[src/rtl/fabric_clk_div.sv]
// fabric_clk_div: glitch-free programmable integer clock divider with boundary-aligned
// ratio changes and graceful stop; O is registered for the global clock buffer.
module fabric_clk_div #(
    parameter int DIV_WIDTH   = 8,
    parameter int DEFAULT_DIV = 2
) (
    input  logic                 C,
    input  logic                 R,
    input  logic                 EN,
    input  logic [DIV_WIDTH-1:0] DIV,
    input  logic                 LOAD,
    output logic                 BUSY,
    output logic                 ACTIVE,
    output logic                 O
);
    localparam logic [DIV_WIDTH-1:0] DEF_N = (DEFAULT_DIV < 2) ? DIV_WIDTH'(2) : DIV_WIDTH'(DEFAULT_DIV);

    typedef enum logic [1:0] {IDLE, RUN, STOP} state_t;

    state_t               r_state;
    logic [DIV_WIDTH-1:0] r_cnt;
    logic [DIV_WIDTH-1:0] r_ratio;
    logic [DIV_WIDTH-1:0] r_pend;
    logic                 r_busy;
    logic                 r_o;

    state_t               w_state_nxt;
    logic [DIV_WIDTH-1:0] w_cnt_nxt;
    logic [DIV_WIDTH-1:0] w_ratio_nxt;
    logic [DIV_WIDTH-1:0] w_pend_nxt;
    logic [DIV_WIDTH-1:0] w_div_c;
    logic                 w_busy_nxt;
    logic                 w_o_nxt;
    logic                 w_wrap;
    logic                 w_bound;

    always_ff @(posedge C or negedge R) begin
        if (!R) begin
            r_state <= IDLE;
            r_cnt   <= '0;
            r_ratio <= DEF_N;
            r_pend  <= '0;
            r_busy  <= 1'b0;
            r_o     <= 1'b0;
        end else begin
            r_state <= w_state_nxt;
            r_cnt   <= w_cnt_nxt;
            r_ratio <= w_ratio_nxt;
            r_pend  <= w_pend_nxt;
            r_busy  <= w_busy_nxt;
            r_o     <= w_o_nxt;
        end
    end

    // Ratio updates only happen in IDLE or on the wrap edge, so no phase is ever shortened.
    always_comb begin
        w_div_c     = (DIV < DIV_WIDTH'(2)) ? DIV_WIDTH'(2) : DIV;
        w_wrap      = (r_state != IDLE) && (r_cnt == r_ratio - DIV_WIDTH'(1));
        w_bound     = (r_state == IDLE) || w_wrap;
        w_state_nxt = (r_state == IDLE) ? (EN ? RUN : IDLE) :
                      (r_state == RUN)  ? (EN ? RUN : STOP) :
                      (EN ? RUN : (w_wrap ? IDLE : STOP));
        w_ratio_nxt = !w_bound ? r_ratio : LOAD ? w_div_c : r_busy ? r_pend : r_ratio;
        w_busy_nxt  = !w_bound && (LOAD || r_busy);
        w_pend_nxt  = LOAD ? w_div_c : r_pend;
        w_cnt_nxt   = w_bound ? '0 : r_cnt + DIV_WIDTH'(1);
        w_o_nxt     = (w_state_nxt != IDLE) && (w_cnt_nxt < (w_ratio_nxt >> 1));
    end

    always_comb begin
        ACTIVE = (r_state != IDLE);
        BUSY   = r_busy;
        O      = r_o;
    end
endmodule

[config.mk]
export PLATFORM = sky130hd
export DESIGN_NAME = fabric_clk_div
export DESIGN_NICKNAME = d
export VERILOG_FILES = /design/src/rtl/fabric_clk_div.sv
export SDC_FILE = /design/constraint.sdc
export NUM_CORES = 1
export LEC_CHECK = 0
export ABC_CLOCK_PERIOD_IN_PS = 3560
export CAP_MARGIN = 20
export CORE_ASPECT_RATIO = 0.6
export CORE_MARGIN = 5
export CORE_UTILIZATION = 30
export DETAILED_ROUTE_END_ITERATION = 16
export GPL_ROUTABILITY_DRIVEN = 0
export PLACE_DENSITY = 0.56
export SLEW_MARGIN = 20
export SYNTH_ARGS = -nofsm -noshare
export SYNTH_HDL_FRONTEND = slang
export SYNTH_SLANG_ARGS = --single-unit
[constraint.sdc]
create_clock -name C -period 3.56 [get_ports C]
set_input_delay 0.712 -clock C [delete_from_list [all_inputs] [get_ports C]]
set_output_delay 0.712 -clock C [all_outputs]
set_load 0.05 [all_outputs]
==> flow_metrics.py, run 1 <==
metrics = {
    "logic_synthesis": {
        "syn_inst": 166,
        "syn_avg_cell_area_sq_um": 10.0,
        "synth_area_sq_um": 1660,
        "synth_seq_cells": 28,
        "synth_top_family_by_area": "compound AO/OA/AOI/OAI gates",
        "synth-simple-area-share": 0.159,
        "ys_seq_area_frac": 0.422,
        "synthMuxAreaShare": 0.00677,
        "synthFlopType": "dfrtp_1",
        "synthAdderAreaFrac": 0.0602,
        "syn-num-nets": 186,
        "yosys.cell_types.count": 40,
        "synth-xor-area-share": 0.0684,
        "synthArstFlopShare": 1.00,
        "synth-compound-area-share": 0.229,
        "ys_warn_count": 0,
        "synth_edf_count": 0,
    },
    "power_and_ir_drop": {
        "clkPwrFrac": 0.166,
        "internal_power_mw": 0.728,
        "comb_power_share": 0.430,
        "power.switching_mw": 0.463,
        "power_switching_share": 0.389,
        "leakage_nw": 0.882,
        "power_density_nw_per_um2": 598,
        "peakVddDrop_mv": 0.269,
        "p_seq_frac": 0.404,
    },
    "timing": {
        "setup_viol": 0,
        "fin_crit_sh": 0.944,
        "post-route-worst-setup-slack_ns": 0.198,
        "rsz0062_at_grt": "false",
        "hold_viol": 0,
        "slew_violations": 0,
        "fin_setup_tns_ns": 0,
        "slew_headroom": 0.672,
        "period_needed_ns": 3.36,
        "fmax_mhz": 297,
        "skew_ns": 0.00158,
        "worstMarginPinSlew_ns": 0.491,
    },
    "detailed_routing": {
        "wire_per_inst_microns": 14.9,
        "route.vias.total": 1294,
        "vias_per_cell": 5.07,
        "drt_iter0_drc": 55,
        "drcViolationCount": 0,
        "drtPass1Iterations": 4,
        "ant_nets": 0,
        "drt_wl_total_mm": 3.81,
    },
    "final_layout": {
        "nets": 207,
        "final_cell_mix": "dfrtp_1 (27), nor2_1 (15), clkdlybuf4s50_1 (14)",
        "final_cell_area_sq_um": 1990,
        "final_common_cell": "dfrtp_1",
        "area_growth_pct": 19.8,
        "drive_gt1_frac": 0.118,
        "antenna_cells": 0,
    },
    "die": {
        "core.rowCount": 21,
        "core_region_area_sq_um": 5470,
        "die_x_microns": 106,
        "pin_count": 15,
        "fp.dieH_microns": 67.7,
        "initial_core_util": 0.304,
        "die_area_sq_um": 7190,
    },
    "setup_path": {
        "cp_top_family": "compound AO/OA/AOI/OAI gates",
        "required_ns": 3.76,
        "crit_start": "r_ratio[1]$_DFF_PN1_",
        "rr_endpoint": "O$_DFF_PN0_",
        "worstPathMaxFanout": 21,
        "critical_path.cell_chain": "inv_1 -> ha_1 -> or3b_1 -> o31a_1 -> o2111ai_1 -> a311oi_2 -> or2_4 -> buf_12 -> nor2_1 -> ha_1 -> a21oi_1 -> nor2b_1 -> o21ai_0 -> a21o_1 -> o2111ai_1 -> a31oi_1",
        "crit_path_max_incr_delay_ns": 0.41,
        "crit_path_end": "O$_DFF_PN0_",
        "r2r_setup_slack_ns": 0.20,
        "critPathLaunchType": "flop",
        "reg2reg_from": "r_ratio[1]$_DFF_PN1_",
        "cp_num_cells": 16,
        "crit_arrival_ns": 3.57,
        "endpoint_kind": "flop",
        "crit_slowest_cell": "dfstp_2",
        "path_buf_inv": 2,
        "critPathKind": "reg2reg",
        "worstRegToRegCells": 16,
    },
    "clock_network": {
        "cts.clk_slew.worst_paths_ns": 0.09,
        "htree_levels": 1,
        "cts_hold_buf": 0,
        "root_buffer": "clkbuf_8",
        "cts_resized": 0,
        "cts_setup_buffers": 0,
        "cts_tree": "done",
        "cts_buffer_depth": 2,
        "cts_buffers": 3,
        "cts.sink_count": 28,
        "insertion_delay_ns": 0.27,
    },
    "grt": {
        "grt_antenna_before_repair": 0,
        "grt_max_degree": 29,
        "grt_pass1_vias": 1179,
        "grt_pass1_wl_mm": 6.21,
        "grtUsageTotal": 0.112,
        "overflow": 0,
    },
    "status": {
        "outcome": "finished clean",
    },
    "worst_hold_path": {
        "hold_start": "r_pend[1]$_DFFE_PN0P_",
        "min_path_type": "reg2reg",
    },
    "placement": {
        "place_ws_ns": 0.0834,
        "port_buffers": 14,
        "place_area_sq_um": 1920,
        "dp_hpwl_mm": 2.93,
    },
    "run": {
        "cap_violations": 0,
    },
}
## flip-flops by register name, indices dropped and copies added, names as in the netlist
register / flops
r_cnt: 8
r_pend: 8
r_ratio: 8
r_state: 2
BUSY: 1
O: 1
## synthesized netlist by cell type, types with 2 or more instances
master | n | area, sq um
o2111ai_1 | 2 | 17.5
buf_2 | 4 | 20.0
xnor2_1 | 6 | 52.6
nor2b_1 | 8 | 50.1
a22oi_1 | 7 | 52.6
a31oi_1 | 3 | 18.8
nor4_1 | 2 | 12.5
nand4_1 | 3 | 18.8
nand2_1 | 3 | 11.3
o211ai_1 | 3 | 22.5
a22o_1 | 12 | 105
and3_1 | 2 | 12.5
nand2b_1 | 2 | 12.5
nor3_1 | 4 | 20.0
nor2_1 | 15 | 56.3
xor2_1 | 7 | 61.3
dfrtp_1 | 27 | 676
a21oi_1 | 3 | 15.0
o21ai_0 | 3 | 15.0
inv_1 | 12 | 45.0
ha_1 | 8 | 100
nand3_1 | 3 | 15.0
buf_6 | 2 | 22.5
a21o_1 | 9 | 67.6
## cell type report
| class | instances | area, sq um |
|---|---|---|
| fill | 576 | 3470 |
| multi-input combinational | 119 | 885 |
| sequential | 28 | 702 |
| timing repair buffer | 23 | 220 |
| tap | 69 | 86.3 |
| clock buffer | 4 | 55.1 |
| inverter | 12 | 45.0 |
## power by group through the flow
stage	Combinational [mW]	Sequential, mW	Clock [mW]
finish	0.512	0.482	0.198
global route	0.563	0.494	0.221
CTS	0.499	0.478	0.209
detailed placement	0.497	0.485	0
global placement	0.498	0.484	0
floorplan	0.331	0.486	0
## metrics by stage
step	util	std cells	total power, mW	hold slack [ns]
2_1_floorplan	-	166	0.817	0.416
3_3_place_gp	0.352	251	0.982	0.459
3_5_place_dp	0.352	251	0.982	0.472
4_1_cts	0.362	255	1.19	0.496
5_1_grt	0.365	255	1.28	0.516
6_report	0.365	255	1.19	0.488
## cell families after synthesis
kind of cell	after synthesis
AO/OA/AOI/OAI	48
XOR/XNOR	13
adder cells (fa/ha/maj)	8
buffers and inverters	19
flip-flops	28
multiplexers	1
AND/OR/NAND/NOR	49
## metal layers
| metal | global-route usage | up-vias | share of wire |
|---|---|---|---|
| met1 | 0.183 | 611 | 0.55 |
| met5 | 0 | - | 0 |
| met3 | 0.0277 | 4 | 0.070 |
| met2 | 0.147 | 34 | 0.37 |
| li1 | - | 645 | - |
| met4 | 0.0145 | 0 | 0.0045 |
## worst min-delay path by stage
stage | slack, ns | end | cells past startpoint
global placement | 0.46 | r_pend[1]$_DFFE_PN0P_ | 2
detailed placement | 0.47 | r_pend[1]$_DFFE_PN0P_ | 2
finish | 0.49 | r_pend[1]$_DFFE_PN0P_ | 2
floorplan | 0.42 | BUSY$_DFF_PN0_ | 0
CTS | 0.50 | r_pend[1]$_DFFE_PN0P_ | 2
global route | 0.52 | r_pend[1]$_DFFE_PN0P_ | 2
## worst register-to-register path, stage by stage (launching register included)
cell and delay [ns]:
dfstp_2 0.41, inv_1 0.09, ha_1 0.19, or3b_1 0.40, o31a_1 0.25, o2111ai_1 0.22
a311oi_2 0.08, or2_4 0.31, buf_12 0.16, nor2_1 0.18, ha_1 0.27, a21oi_1 0.15
nor2b_1 0.05, o21ai_0 0.14, a21o_1 0.13, o2111ai_1 0.10, a31oi_1 0.15
(Power assumes the default switching activity.)
==> run 2, diff against run 1 <==
--- a/config.mk
+++ b/config.mk
@@ -13,6 +13,7 @@
 export DETAILED_ROUTE_END_ITERATION = 16
 export GPL_ROUTABILITY_DRIVEN = 0
 export PLACE_DENSITY = 0.56
+export SKIP_LAST_GASP = 1
 export SLEW_MARGIN = 20
 export SYNTH_ARGS = -nofsm -noshare
 export SYNTH_HDL_FRONTEND = slang
==> results of run 2 <==
The final DEF is identical to that of run 1; final timing and power are the same.
